$ cat src/rtl/uart_tx_buffer.sv
// rtl/uart_tx_buffer.sv - byte FIFO and issue/Busy-tracking sequencer ahead of the UART transmitter
module uart_tx_buffer #(
    parameter int width   = 8,
    parameter int DEPTH   = 16,
    parameter int BUSY_TO = 3
) (
    input  logic                       CLK,
    input  logic                       RST,
    input  logic [width-1:0]           WR_DATA,
    input  logic                       WR_EN,
    output logic                       FULL,
    output logic                       EMPTY,
    output logic [$clog2(DEPTH):0]     FIFO_CNT,
    output logic                       OVF,
    output logic [width-1:0]           TX_P_DATA,
    output logic                       TX_D_VLD,
    input  logic                       Busy
);
    localparam int AW = $clog2(DEPTH);
    localparam int CW = AW + 1;
    localparam int TW = $clog2(BUSY_TO + 1);

    typedef enum logic [1:0] {IDLE, WAIT_HI, WAIT_LO} state_t;

    logic [width-1:0] mem [DEPTH];

    state_t           state_q, state_d;
    logic [AW-1:0]    wr_ptr_q, wr_ptr_d;
    logic [AW-1:0]    rd_ptr_q, rd_ptr_d;
    logic [CW-1:0]    cnt_q, cnt_d;
    logic [TW-1:0]    to_q, to_d;
    logic [width-1:0] data_q, data_d;
    logic             vld_q, vld_d;
    logic             ovf_q, ovf_d;
    logic             wr_accept;
    logic             pop;

    assign FULL      = (cnt_q == CW'(DEPTH));
    assign EMPTY     = (cnt_q == '0);
    assign FIFO_CNT  = cnt_q;
    assign OVF       = ovf_q;
    assign TX_P_DATA = data_q;
    assign TX_D_VLD  = vld_q;

    // Space freed by a same-cycle pop is not visible to the write.
    assign wr_accept = WR_EN && !FULL;
    assign pop       = (state_q == IDLE) && !EMPTY && !Busy;

    always_comb begin
        state_d  = state_q;
        to_d     = to_q;
        data_d   = data_q;
        vld_d    = 1'b0;
        ovf_d    = WR_EN && FULL;
        wr_ptr_d = wr_ptr_q;
        rd_ptr_d = rd_ptr_q;
        cnt_d    = cnt_q;

        if (wr_accept) begin
            wr_ptr_d = wr_ptr_q + AW'(1);
        end
        if (pop) begin
            rd_ptr_d = rd_ptr_q + AW'(1);
        end
        case ({wr_accept, pop})
            2'b10:   cnt_d = cnt_q + CW'(1);
            2'b01:   cnt_d = cnt_q - CW'(1);
            default: cnt_d = cnt_q;
        endcase

        case (state_q)
            IDLE: begin
                if (pop) begin
                    state_d = WAIT_HI;
                    to_d    = '0;
                    vld_d   = 1'b1;
                    data_d  = mem[rd_ptr_q];
                end
            end
            WAIT_HI: begin
                if (Busy) begin
                    state_d = WAIT_LO;
                end else begin
                    to_d = to_q + TW'(1);
                    // Transmitter never acknowledged: treat the byte as consumed.
                    if (to_d == TW'(BUSY_TO)) begin
                        state_d = IDLE;
                    end
                end
            end
            WAIT_LO: begin
                if (!Busy) begin
                    state_d = IDLE;
                end
            end
            default: state_d = IDLE;
        endcase
    end

    always_ff @(posedge CLK or negedge RST) begin
        if (!RST) begin
            state_q  <= IDLE;
            wr_ptr_q <= '0;
            rd_ptr_q <= '0;
            cnt_q    <= '0;
            to_q     <= '0;
            data_q   <= '0;
            vld_q    <= 1'b0;
            ovf_q    <= 1'b0;
        end else begin
            state_q  <= state_d;
            wr_ptr_q <= wr_ptr_d;
            rd_ptr_q <= rd_ptr_d;
            cnt_q    <= cnt_d;
            to_q     <= to_d;
            data_q   <= data_d;
            vld_q    <= vld_d;
            ovf_q    <= ovf_d;
        end
    end

    always_ff @(posedge CLK) begin
        if (wr_accept) begin
            mem[wr_ptr_q] <= WR_DATA;
        end
    end
endmodule

$ cat config.mk
export PLATFORM = sky130hd
export DESIGN_NAME = uart_tx_buffer
export DESIGN_NICKNAME = d
export VERILOG_FILES = /design/src/rtl/uart_tx_buffer.sv
export SDC_FILE = /design/constraint.sdc
export NUM_CORES = 1
export LEC_CHECK = 0
export ABC_AREA = 1
export BUFFER_PORTS_ARGS = -buffer_cell sky130_fd_sc_hd__buf_2
export CAP_MARGIN = 20
export CORE_UTILIZATION = 55
export CTS_BUF_LIST = sky130_fd_sc_hd__clkbuf_8 sky130_fd_sc_hd__clkbuf_16
export DETAILED_ROUTE_END_ITERATION = 10
export PLACE_DENSITY = 0.72
export SLEW_MARGIN = 40
export SYNTH_ARGS = -nofsm -noshare
export SYNTH_HDL_FRONTEND = slang
export SYNTH_SLANG_ARGS = --single-unit
export TNS_END_PERCENT = 30
$ cat constraint.sdc
create_clock -name CLK -period 4.6 [get_ports CLK]
set_clock_uncertainty 0.15 [all_clocks]
set_input_delay 0.23 -clock CLK [delete_from_list [all_inputs] [get_ports CLK]]
set_output_delay 0.23 -clock CLK [all_outputs]
set_load 0.01 [all_outputs]
# == Word-level counts from Yosys, hierarchy flattened ==
# Memory sizes are Yosys's and may differ from the RTL's. A register that Yosys moved wholly into a read port is not among the register bits.
# Cells that the tools add are included.
# classes
mux,13
eq_ne,10
add_sub_neg,5
n_reduce_logical,15
# op_table
cell,count
2-to-1 mux 2 bit,6
case mux 5 bit (2 select lines),1
adder 4 x 1 -> 4 bit (second input constant),2
== test 2 bit (second input constant),3
inequality test 2 bit (second input constant),3
case mux 2 bit (3 select lines),1
AND reduction 3 bit,2
adder 5 x 1 -> 5 bit (second input constant),1
== test 5 bit (second input constant),1
logical NOT 5 bit,1
subtractor 5 x 1 -> 5 bit (second input constant),1
== test 2 x 1 -> 1 bit (second input constant),2
logical AND 1 bit,4
logical NOT 1 bit,4
2-to-1 mux 1 bit,4
case mux 2 bit (2 select lines),1
nonzero test 2 bit,2
inequality test 3 bit (second input constant),1
adder 2 x 1 -> 2 bit (second input constant),1
logical NOT 2 bit,1
AND reduction 2 bit,1
# word_totals
ramBits,128
output_inout_bits,17
word_cells,51
ff_bits,19
memories,1
inputBits,12
# mem_list
memory,words,width,read_ports,rd_ports_with_merged_regs,write_ports,line,source
mem,16,8,1,1,1,25,logic [width-1:0] mem [DEPTH];

# == Logic depth before layout (Yosys ltp) ==
# Gate-level depths: netlist of the first run.
# logic_depth
ltp_word,6
ltp_mapped,17
ltp_nobuf,16

# == Worst setup path after synthesis of the first run ==
# No wires, ideal clock.
# synth_timing
path_type,register to register
start,reg cnt_q[0] (netlist: FIFO_CNT[0])
end,reg cnt_q[4] (netlist: FIFO_CNT[4])
setup_slack_ps,2128
path_buffers,1
setup_ps,65
synth_period_minus_slack_ps,2472
t_arrival_ps,2257
stages_incl_launch_ff,17
cell_sequence,dfrtp_1 nor2_1 nand2_1 nor2_2 inv_1 nand2_4 buf_2 ha_1 xor2_1 ha_1 inv_1 nand2_1 nand3_1 nand2_1 xor2_1 nand2_1 nand2_1
# synth_via
word_cells_on_any_way,13
# synth_rtl
item,line,source
"start, declared",30,"logic [CW-1:0] cnt_q, cnt_d;"
"start signal, assigned",114,cnt_q <= cnt_d;
== test 5 bit *,38,assign FULL = (cnt_q == CW'(DEPTH));
via FULL,11,"output logic FULL,"
logical NOT 1 bit *,46,assign wr_accept = WR_EN && !FULL;
logical AND 1 bit *,46,
== test 2 x 1 -> 1 bit or == test 2 bit (tied branches),65,"case ({wr_accept, pop})"
case mux 5 bit (2 select lines) or nonzero test 2 bit (tied branches),-,
# Mark *: on every way through the listed nets, which the timed path passes. The rest lies on a longest branch.
# A chain may end at the register's enable or synchronous reset.

# == Worst setup path in the final report of the first run ==
# layout_timing
start,reg cnt_q[0] (netlist: FIFO_CNT[0])
end,reg cnt_q[4] (netlist: FIFO_CNT[4])
# layout_via
elab_chain_len,6
word_cells_on_any_way,13
# layout_rtl
item,line,source
logical NOT 5 bit,39,assign EMPTY = (cnt_q == '0);
logical NOT 1 bit,47,assign pop = (state_q == IDLE) && !EMPTY && !Busy;
logical AND 1 bit (2 in a row),47,
== test 2 x 1 -> 1 bit or == test 2 bit (tied branches),65,
case mux 5 bit (2 select lines) or nonzero test 2 bit (tied branches),-,
# Parallel ways exist; a longest one is shown, timed or not.

==> results.toml, run 1 <==
[global_route]
grt_max_degree = 67
grt_pass1_vias = 4416
grt_overflow = 0
grt_pass1_wl_um = 23530
antenna_found_initial = 0
grt_usage_pct = 24.83

[routing]
vias = 4654
ant_nets = 0
routed_wirelength_um = 14660
detail_route.iter0.violations = 433
wl_per_cell_um = 16.27
vias_per_cell = 5.165
drc = 0
dr.pass1.iters = 6

[cts]
path_clk_slew_ps = 60
cts.sinks = 155
cts_root_buf = "clkbuf_16"
h-tree-depth = 4
numCtsBuffers = 17
clock_latency_ps = 420
tritoncts = "built"
clock_path_buffers = 2
ctsResizeCount = 0

[cells_and_area]
syn_to_final_growth_pct = 12.71
finalNonFillerCells = 901
final_cell_area_um2 = 7802
num-nets-final = 742
num_antenna_cells = 0
final_layout_size_suffix_gt1_share_pct = 11.32

[setup_path]
endpoint = "FIFO_CNT[4]"
worstReg2RegEnd = "FIFO_CNT[4]"
worstPathMaxFanout = 13
reg2reg_slack_ps = 1800
crit_required_ps = 4810
cp-end-kind = "flop"
regToRegStartpoint = "FIFO_CNT[0]"
arrival_ps = 3020
startpoint_type = "flop"
crit_type = "flop to flop"
reg2reg_depth = 15
critPathLaunch = "FIFO_CNT[0]"

[floorplan]
die-area_um2 = 13040
start_util_pct = 56.92
core_area_um2 = 12160
die_y_um = 114.2
io_pins = 29
rows = 40
dieWidth_um = 114.2

[hold_path]
holdPathStages = 1
holdCritPathClass = "primary input to flop"

[synth]
syn-num-nets = 713
yosys.area.top_type_share_pct = 55.52
synth_simple_gate_area_share_pct = 21.47
synth_seq_cells = 155
ys_top_cells_by_area = "edfxtp_1, nand2_1, dfrtp_1"
synth_mux_area_share_pct = 0
syn_area_um2 = 6923
synth_flop_cell = "edfxtp_1"
synth_top_family_by_area = "simple AND/OR/NAND/NOR gates"
synth-compound-area-share_pct = 1.121
synthArstFlopShare_pct = 17.42
synth_adder_area_share_pct = 1.807
synth_xor_xnor_area_share_pct = 1.265
synth_top_cell_by_area = "edfxtp_1"
ys_seq_area_share_pct = 65.28
yosys.cell_types.count = 26
syn_area_per_cell_um2 = 10.02
synth_edf_count = 128
yosysWarnings = 0
synth_cells = 691

[timing]
min_period_ps = 2802
rsz0062_at_grt = "false"
worstMarginPinSlew_ps = 784.1
max_slew_margin_pct = 47.53
timing.final.crit_share_pct = 60.92
fin_tns_setup_ps = 0
hold_viol = 0
fmaxAchievable_mhz = 356.8
slew_violations = 0
finalSetupViolations = 0

[power]
vdd_drop_max_uv = 341.8
p_leak_uw = 0.003512
power.density_nw_per_um2 = 618.1

[place]
place_area_um2 = 7207
gp_congestion = 0.8824
dp.cells = 866
dp_hpwl_um = 8934
port_buffers = 28

[job]
cap_violations = 0

[run_status]
status = "complete, no violations"
cells by family (layout without fill, tap and decap cells):
| group | count (synthesis) | in the layout |
|---|---|---|
| AND/OR/NAND/NOR | 352 | 352 |
| buffers and inverters | 151 | 193 |
| AO/OA/AOI/OAI | 13 | 13 |
| XOR/XNOR | 10 | 10 |
| flip-flops | 155 | 155 |
| adder cells (fa/ha/maj) | 10 | 10 |
metrics by stage:
| step | hold slack [ps] | setup WS (ps) | total power (uW) | util, % |
|---|---|---|---|---|
| 2_1_floorplan | -215.6 | 2128 | 3061 | - |
| 3_3_place_gp | 124.1 | 1941 | 3443 | 58.89 |
| 3_5_place_dp | 134.1 | 1825 | 3518 | 59.26 |
| 4_1_cts | 62.31 | 1804 | 4818 | 64.16 |
| 5_1_grt | 68.65 | 1479 | 5117 | 64.16 |
| 6_report | 69.18 | 1798 | 4823 | 64.16 |
worst min-delay path by stage:
stage                     from            to  slack [ps]
floorplan                  RST   FIFO_CNT[0]        -220
global placement           RST      TX_D_VLD         120
detailed placement         RST  TX_P_DATA[6]         130
CTS                 WR_DATA[6]     mem[1][6]          60
global route        WR_DATA[6]     mem[2][6]          70
finish              WR_DATA[6]    mem[11][6]          70
registers in the layout, indices dropped and copies added (netlist names):
signal and count:
to_q 2, OVF 1, mem 128, FIFO_CNT 5, TX_D_VLD 1, rd_ptr_q 4, wr_ptr_q 4, state_q 2
TX_P_DATA 8
worst max-delay path, cell delays in order (launching register included):
cell,delay (ps)
dfrtp_1,440
nor2_1,140
nand2_1,100
nor2_2,100
inv_1,70
nand2_2,190
inv_1,240
ha_1,350
ha_1,370
inv_1,80
o21bai_1,140
inv_1,60
nand2_1,70
xor2_1,140
nand2_1,60
nand2_1,50
final cells by class:
type / instances / area [um^2]
Clock buffer: 24 / 521.8
Clock inverter: 8 / 43.79
Fill cell: 943 / 4359
Inverter: 123 / 464.2
Multi-Input combinational cell: 385 / 1819
Sequential cell: 155 / 4521
Tap cell: 168 / 210.2
Timing Repair Buffer: 38 / 222.7
placed cells by master, fill, tap and decap left out:
| cell type | Yosys | routed |
|---|---|---|
| nand2_1 | 221 | 221 |
| dlygate4sd3_1 | 0 | 3 |
| or3_1 | 1 | 1 |
| a21oi_1 | 2 | 2 |
| nor3_1 | 13 | 5 |
| buf_4 | 8 | 7 |
| nor2_2 | 2 | 3 |
| o21ai_2 | 1 | 1 |
| edfxtp_1 | 128 | 128 |
| clkinvlp_4 | 0 | 3 |
| nand3_1 | 103 | 103 |
| o21ai_0 | 7 | 7 |
| o21bai_1 | 1 | 1 |
| nand2_2 | 2 | 2 |
| nor2_1 | 9 | 8 |
| a21boi_0 | 1 | 1 |
| o41ai_1 | 1 | 1 |
| ha_1 | 10 | 10 |
| inv_1 | 119 | 121 |
| dfrtp_2 | 0 | 1 |
| dfrtp_1 | 27 | 26 |
| nand2_4 | 1 | 1 |
| buf_2 | 18 | 28 |
| clkinv_1 | 1 | 2 |
| xor2_1 | 9 | 9 |
| clkinv_2 | 0 | 2 |
| inv_4 | 0 | 1 |
| xnor2_1 | 1 | 1 |
| clkbuf_8 | 0 | 7 |
| clkbuf_16 | 0 | 17 |
| inv_2 | 3 | 2 |
| nor3_2 | 0 | 8 |
Yosys cell counts (2+ instances only):
library cell,instances
buf_2,18
nor2_1,9
nand2_2,2
nor3_1,13
a21oi_1,2
o21ai_0,7
dfrtp_1,27
nand2_1,221
ha_1,10
inv_1,119
buf_4,8
edfxtp_1,128
inv_2,3
nor2_2,2
xor2_1,9
nand3_1,103
where the power goes:
| part | switching, uW | internal [uW] |
|---|---|---|
| registers | 121 | 1750 |
| clock network | 521 | 782 |
| logic | 1160 | 492 |
| total | 1800 | 3020 |
metal layers:
layer  GRT usage [%]  vias up  part of all wire [%]  wire [um]
met3           5.506       26                   7.7       1132
met2           37.33      183                    46       6810
met5               0        -                     0          0
met1           35.09     2173                    43       6336
li1                -     2272                     -          -
met4           10.74        0                   2.6        376
repair_timing:
item,in CTS,in global routing
setup buffers,0,0
hold buffers,3,0
endpoints found under the hold margin,31,0
endpoints found under the setup margin,0,0
No activity file was read; power rests on OpenSTA's default activity.
==> inputs of run 2 (changes only) <==
- ABC_AREA: 1 -> 0
- PLACE_DENSITY: 0.72 -> 0.75
- clock period: 4.6 -> 2.3 ns (I/O delays scaled with it)
==> results.toml, run 2 <==
[setup_path]
cp.buffers_inverters = 1
arrival_ps = 2780
crit_path_cell_trace = "or4_4, o21ai_4, inv_2, ha_4, xor2_2, ha_2, o211a_1, o31ai_2, a31oi_1, xnor2_1"
cp-end-kind = "flop"
crit_required_ps = 2450
cpLargestDelayFamily = "compound AO/OA/AOI/OAI gates"
startpoint_type = "flop"
crit_type = "flop to flop"
critPathSlowestCell = "or4_4"
cpPeakStageDelay_ps = 560
worstPathMaxFanout = 3

[power]
power.density_nw_per_um2 = 1250
switchingPower_uw = 3018
p_leak_uw = 0.002785
pwr-share-clk_pct = 28.7
pwr-share-seq_pct = 40.0
intPower_uw = 6519
p_sw_share_pct = 31.65
pwr-share-comb_pct = 31.3
vdd_drop_max_uv = 820.0

[global_route]
grt_use_met3_pct = 6.343
grt_max_degree = 28
gr-max-usage-layer = "met2"
antenna_found_initial = 0
grt_pass1_vias = 3398
grt_overflow = 0
use_met2_pct = 37.78
grt_use_met1_pct = 28.20
grt_pass1_wl_um = 18570
grt_usage_pct = 22.59

[routing]
drc = 0
vias_per_cell = 5.805
vias = 3309
detail_route.iter0.violations = 269
wl_per_cell_um = 21.53
routed_wirelength_um = 12270
ant_nets = 0
dr.pass1.iters = 4

[synth]
synth_seq_cells = 155
synth.most_common_cell = "edfxtp_1"
yosys.cell_types.count = 40
ys_top_cells_by_area = "edfxtp_1, dfrtp_1, mux4_2"
synth_edf_count = 128
syn_area_per_cell_um2 = 18.52
ys_seq_area_share_pct = 71.16
syn-num-nets = 365
synth_cells = 343
syn_area_um2 = 6351
synthArstFlopShare_pct = 17.42
yosysWarnings = 0
synth_top_cell_by_area = "edfxtp_1"
synth_flop_cell = "edfxtp_1"
yosys.area.top_type_share_pct = 60.52
ys_top_cells_by_count = "edfxtp_1, dfrtp_1, mux4_2"

[floorplan]
start_util_pct = 57.58
die_y_um = 109.5
io_pins = 29
die-area_um2 = 11980
core_area_um2 = 11030
dieWidth_um = 109.5
rows = 38

[run_status]
violations = "negative setup slack"
status = "finished, violations left"

[cts]
h-tree-depth = 4
tritoncts = "built"
cts.sinks = 155
cts_root_buf = "clkbuf_16"
path_clk_slew_ps = 70
numCtsBuffers = 17
clock_latency_ps = 420
clock_path_buffers = 2

[timing]
fmaxAchievable_mhz = 381.5
min_period_ps = 2621
hold_viol = 0
timing.final.crit_share_pct = 114.0
postLayoutSetupSlackWorst_ps = -321.5
worstMarginPinSlew_ps = 611.7
fin_tns_setup_ps = -845.7
rsz0062_at_grt = "true"
max_slew_margin_pct = 59.22
finalSetupViolations = 4
slew_violations = 0

[cells_and_area]
final_cell_mix = "edfxtp_1, buf_4, buf_2"
final_layout_size_suffix_gt1_share_pct = 35.58
fin_util_pct = 69.16
num-nets-final = 439
largest_register_ffs = 128
syn_to_final_growth_pct = 20.11
regMostFlops = "mem"
final_common_cell = "edfxtp_1"
num_antenna_cells = 0

[job]
cap_violations = 0

[place]
gp_congestion = 0.7090
dp_hpwl_um = 7165
port_buffers = 28

[hold_path]
holdCritPathClass = "primary input to asynchronous set/reset pin"
-- run 2: changes by cell type after synthesis, moves of 7 or more --
cell | before | now
xnor2_1 | 1 | 8
nand3_1 | 103 | 0
mux2i_1 | 0 | 14
nor2_1 | 9 | 17
nor3_1 | 13 | 5
mux2_2 | 0 | 7
inv_1 | 119 | 8
mux4_1 | 0 | 8
buf_2 | 18 | 3
nand2_1 | 221 | 20
mux4_2 | 0 | 24
-- run 2: worst paths after layout --
| kind | startpoint | endpoint | slack, ps | cells past startpoint |
|---|---|---|---|---|
| hold / removal | RST | OVF | 90 | 2 |
| min in group CLK | TX_P_DATA[5] | TX_P_DATA[5] | 320 | 2 |
| setup reg to reg | FIFO_CNT[2] | FIFO_CNT[4] | -320 | 10 |
| hold reg to reg | TX_P_DATA[5] | TX_P_DATA[5] | 320 | 2 |
| max in group asynchronous | RST | rd_ptr_q[0] | 1460 | 2 |
| setup / recovery | FIFO_CNT[2] | FIFO_CNT[4] | -320 | 10 |
-- run 2: metal layers --
layer / routed length, um / vias up
met5: 0 / -
met4: 187 / 0
met3: 659 / 19
met2: 6418 / 111
met1: 5007 / 1687
li1: - / 1492
-- run 2: timing repair --
action                                  CTS  global route
buffers inserted                          4             6
endpoints found under the setup margin   90            60
resized for setup                        13            15
hold buffers                             11             0
pin swaps                                 6             6
endpoints found under the hold margin   160             0
-- run 2: per-stage QoR --
step                      total power [uW]  instance area [um^2]  hold slack [ps]  std cells  worst slack (ps)
after floorplan                       5808                  6392           -330.6        343            -469.7
after global placement                6458                  6758           -8.800        518            -195.9
after detailed placement              6540                  6758            11.51        518            -285.8
after CTS                             9429                  7520            93.23        565            -279.2
after global routing                  9995                  7629            150.7        570            -397.0
final                                 9536                  7629            88.55        570            -321.5
-- run 2: cells by family after synthesis --
logic type	synth area share, %
multiplexers	15.27
XOR/XNOR	1.655
adder cells (fa/ha/maj)	1.970
AO/OA/AOI/OAI	3.034
buffers and inverters	2.817
flip-flops	71.16
AND/OR/NAND/NOR	4.098
-- run 2: cell type report --
cell class / instances / area, um^2
clock buffer: 17 / 425.4
clock inverter: 15 / 155.1
fill: 692 / 3402
inverter: 8 / 30.03
multi-input combinational: 161 / 1782
sequential: 155 / 4521
tap: 140 / 175.2
timing repair buffer: 74 / 540.5
-- run 2: power groups by stage --
| stage | clock network [uW] | registers, uW | logic [uW] |
|---|---|---|---|
| 3_5_place_dp | 0 | 3850 | 2690 |
| 3_3_place_gp | 0 | 3820 | 2640 |
| 4_1_cts | 2780 | 3810 | 2840 |
| 2_1_floorplan | 0 | 3770 | 2040 |
| 6_report | 2730 | 3810 | 2990 |
| 5_1_grt | 2910 | 3860 | 3220 |
==> inputs of run 3 (changes only) <==
- CELL_PAD_IN_SITES_DETAIL_PLACEMENT: unset -> 0
- CELL_PAD_IN_SITES_GLOBAL_PLACEMENT: unset -> 1
- CORE_UTILIZATION: 55 -> 53
- PLACE_DENSITY: 0.75 -> unset
- PLACE_DENSITY_LB_ADDON: unset -> 0.1
- clock period: 2.3 -> 2.8 ns (I/O delays scaled with it)
==> results.toml, run 3 (synthesis results as in run 2) <==
[setup_path]
crit_type = "flop to flop"
crit_required_ps = 2940
arrival_ps = 2770
cpPeakStageDelay_ps = 550
critPathSlowestCell = "or4_4"
startpoint_type = "flop"
cpLargestDelayFamily = "compound AO/OA/AOI/OAI gates"
worstPathMaxFanout = 9
crit_path_cell_trace = "or4_4, o21ai_4, inv_2, ha_4, xor2_1, ha_2, o211a_1, o31ai_1, a31oi_1, xnor2_1"
cp-end-kind = "flop"
cp.buffers_inverters = 1

[power]
p_leak_uw = 0.002690
power.density_nw_per_um2 = 1011
vdd_drop_max_uv = 576.9

[cells_and_area]
seqCellArea_um2 = 4521
num_antenna_cells = 0
multi_input_area_um2 = 1707
regMostFlops = "mem"
fin_util_pct = 63.91
finalNonFillerCells = 555
num-nets-final = 423
n_fill_cell = 816
syn_to_final_growth_pct = 16.37
final_layout_size_suffix_gt1_share_pct = 29.37
final_cell_mix = "edfxtp_1, buf_2, dfrtp_1"
final_common_cell = "edfxtp_1"
largest_register_ffs = 128

[routing]
dr.pass1.iters = 7
drc = 7
vias_per_cell = 5.611
routed_wirelength_um = 11020
vias = 3114
ant_nets = 0
wl_per_cell_um = 19.86
detail_route.iter0.violations = 146

[place]
port_buffers = 28
dp.cells = 513
dp_hpwl_um = 7219
gp_congestion = 0.7159

[job]
cap_violations = 0

[cts]
cts_root_buf = "clkbuf_16"
clock_path_buffers = 2
clock_latency_ps = 410
cts.sinks = 155
numCtsBuffers = 17
path_clk_slew_ps = 60
h-tree-depth = 4
tritoncts = "built"

[floorplan]
die_y_um = 111.5
die-area_um2 = 12420
start_util_pct = 54.92
dieWidth_um = 111.5
io_pins = 29
core_area_um2 = 11560
rows = 39

[global_route]
use_met2_pct = 30.58
antenna_found_initial = 0
grt_max_degree = 28
grt_use_met1_pct = 26.46
grt_overflow = 0
grt_pass1_wl_um = 17260
grt_usage_pct = 19.42
grt_use_met3_pct = 5.716
grt_pass1_vias = 3102
gr-max-usage-layer = "met2"

[run_status]
status = "finished, violations left"
violations = "design-rule violations"

[timing]
finalSetupViolations = 0
min_period_ps = 2628
timing.final.crit_share_pct = 93.86
worstMarginPinSlew_ps = 821.9
slew_violations = 0
whs_ps = 120.7
hold_viol = 0
fmaxAchievable_mhz = 380.5
max_slew_margin_pct = 45.00
rsz0062_at_grt = "false"
fin_tns_setup_ps = 0

[hold_path]
holdCritPathClass = "primary input to asynchronous set/reset pin"
-- run 3: power breakdown --
| part | switching [uW] | internal (uW) | total (uW) |
|---|---|---|---|
| clock | 813 | 1370 | 2180 |
| combinational | 1100 | 1070 | 2170 |
| sequential | 250 | 2870 | 3120 |
| total | 2160 | 5310 | 7470 |
-- run 3: metal layers --
| layer | share of wire, % | vias up |
|---|---|---|
| li1 | - | 1459 |
| met1 | 46 | 1579 |
| met2 | 49 | 66 |
| met3 | 4.0 | 10 |
| met4 | 0.93 | 0 |
| met5 | 0 | - |
-- run 3: worst paths after layout --
| path | startpoint | endpoint | depth (start not counted) | slack (ps) |
|---|---|---|---|---|
| max | FIFO_CNT[2] | FIFO_CNT[4] | 10 | 170 |
| min in group CLK | TX_P_DATA[1] | TX_P_DATA[1] | 2 | 320 |
| min reg2reg | TX_P_DATA[1] | TX_P_DATA[1] | 2 | 320 |
| min | RST | FIFO_CNT[4] | 2 | 120 |
| max in group asynchronous | RST | rd_ptr_q[0] | 2 | 1950 |
| max reg2reg | FIFO_CNT[2] | FIFO_CNT[4] | 10 | 170 |
-- run 3: timing repair --
action / CTS / global route
gates resized for setup: 0 / 3
hold endpoints to repair: 161 / 0
hold buffers: 11 / 0
buffers inserted: 0 / 1
setup endpoints to repair: 0 / 2
-- run 3: final cells by class --
type | instances | share of cell area, %
Clock inverter | 13 | 1.845
Inverter | 8 | 0.4063
Timing Repair Buffer | 58 | 5.316
Clock buffer | 17 | 5.756
Multi-Input combinational cell | 161 | 23.09
Tap cell | 143 | 2.421
Sequential cell | 155 | 61.16
-- run 3: stage by stage --
stage          area (um^2)  worst slack [ps]  total power (uW)
4_1_cts               7355             64.67              7512
6_report              7391             171.8              7470
5_1_grt               7391            0.6946              7860
3_3_place_gp          6668             110.9              5279
2_1_floorplan         6371             3.567              4755
3_5_place_dp          6683             83.86              5316
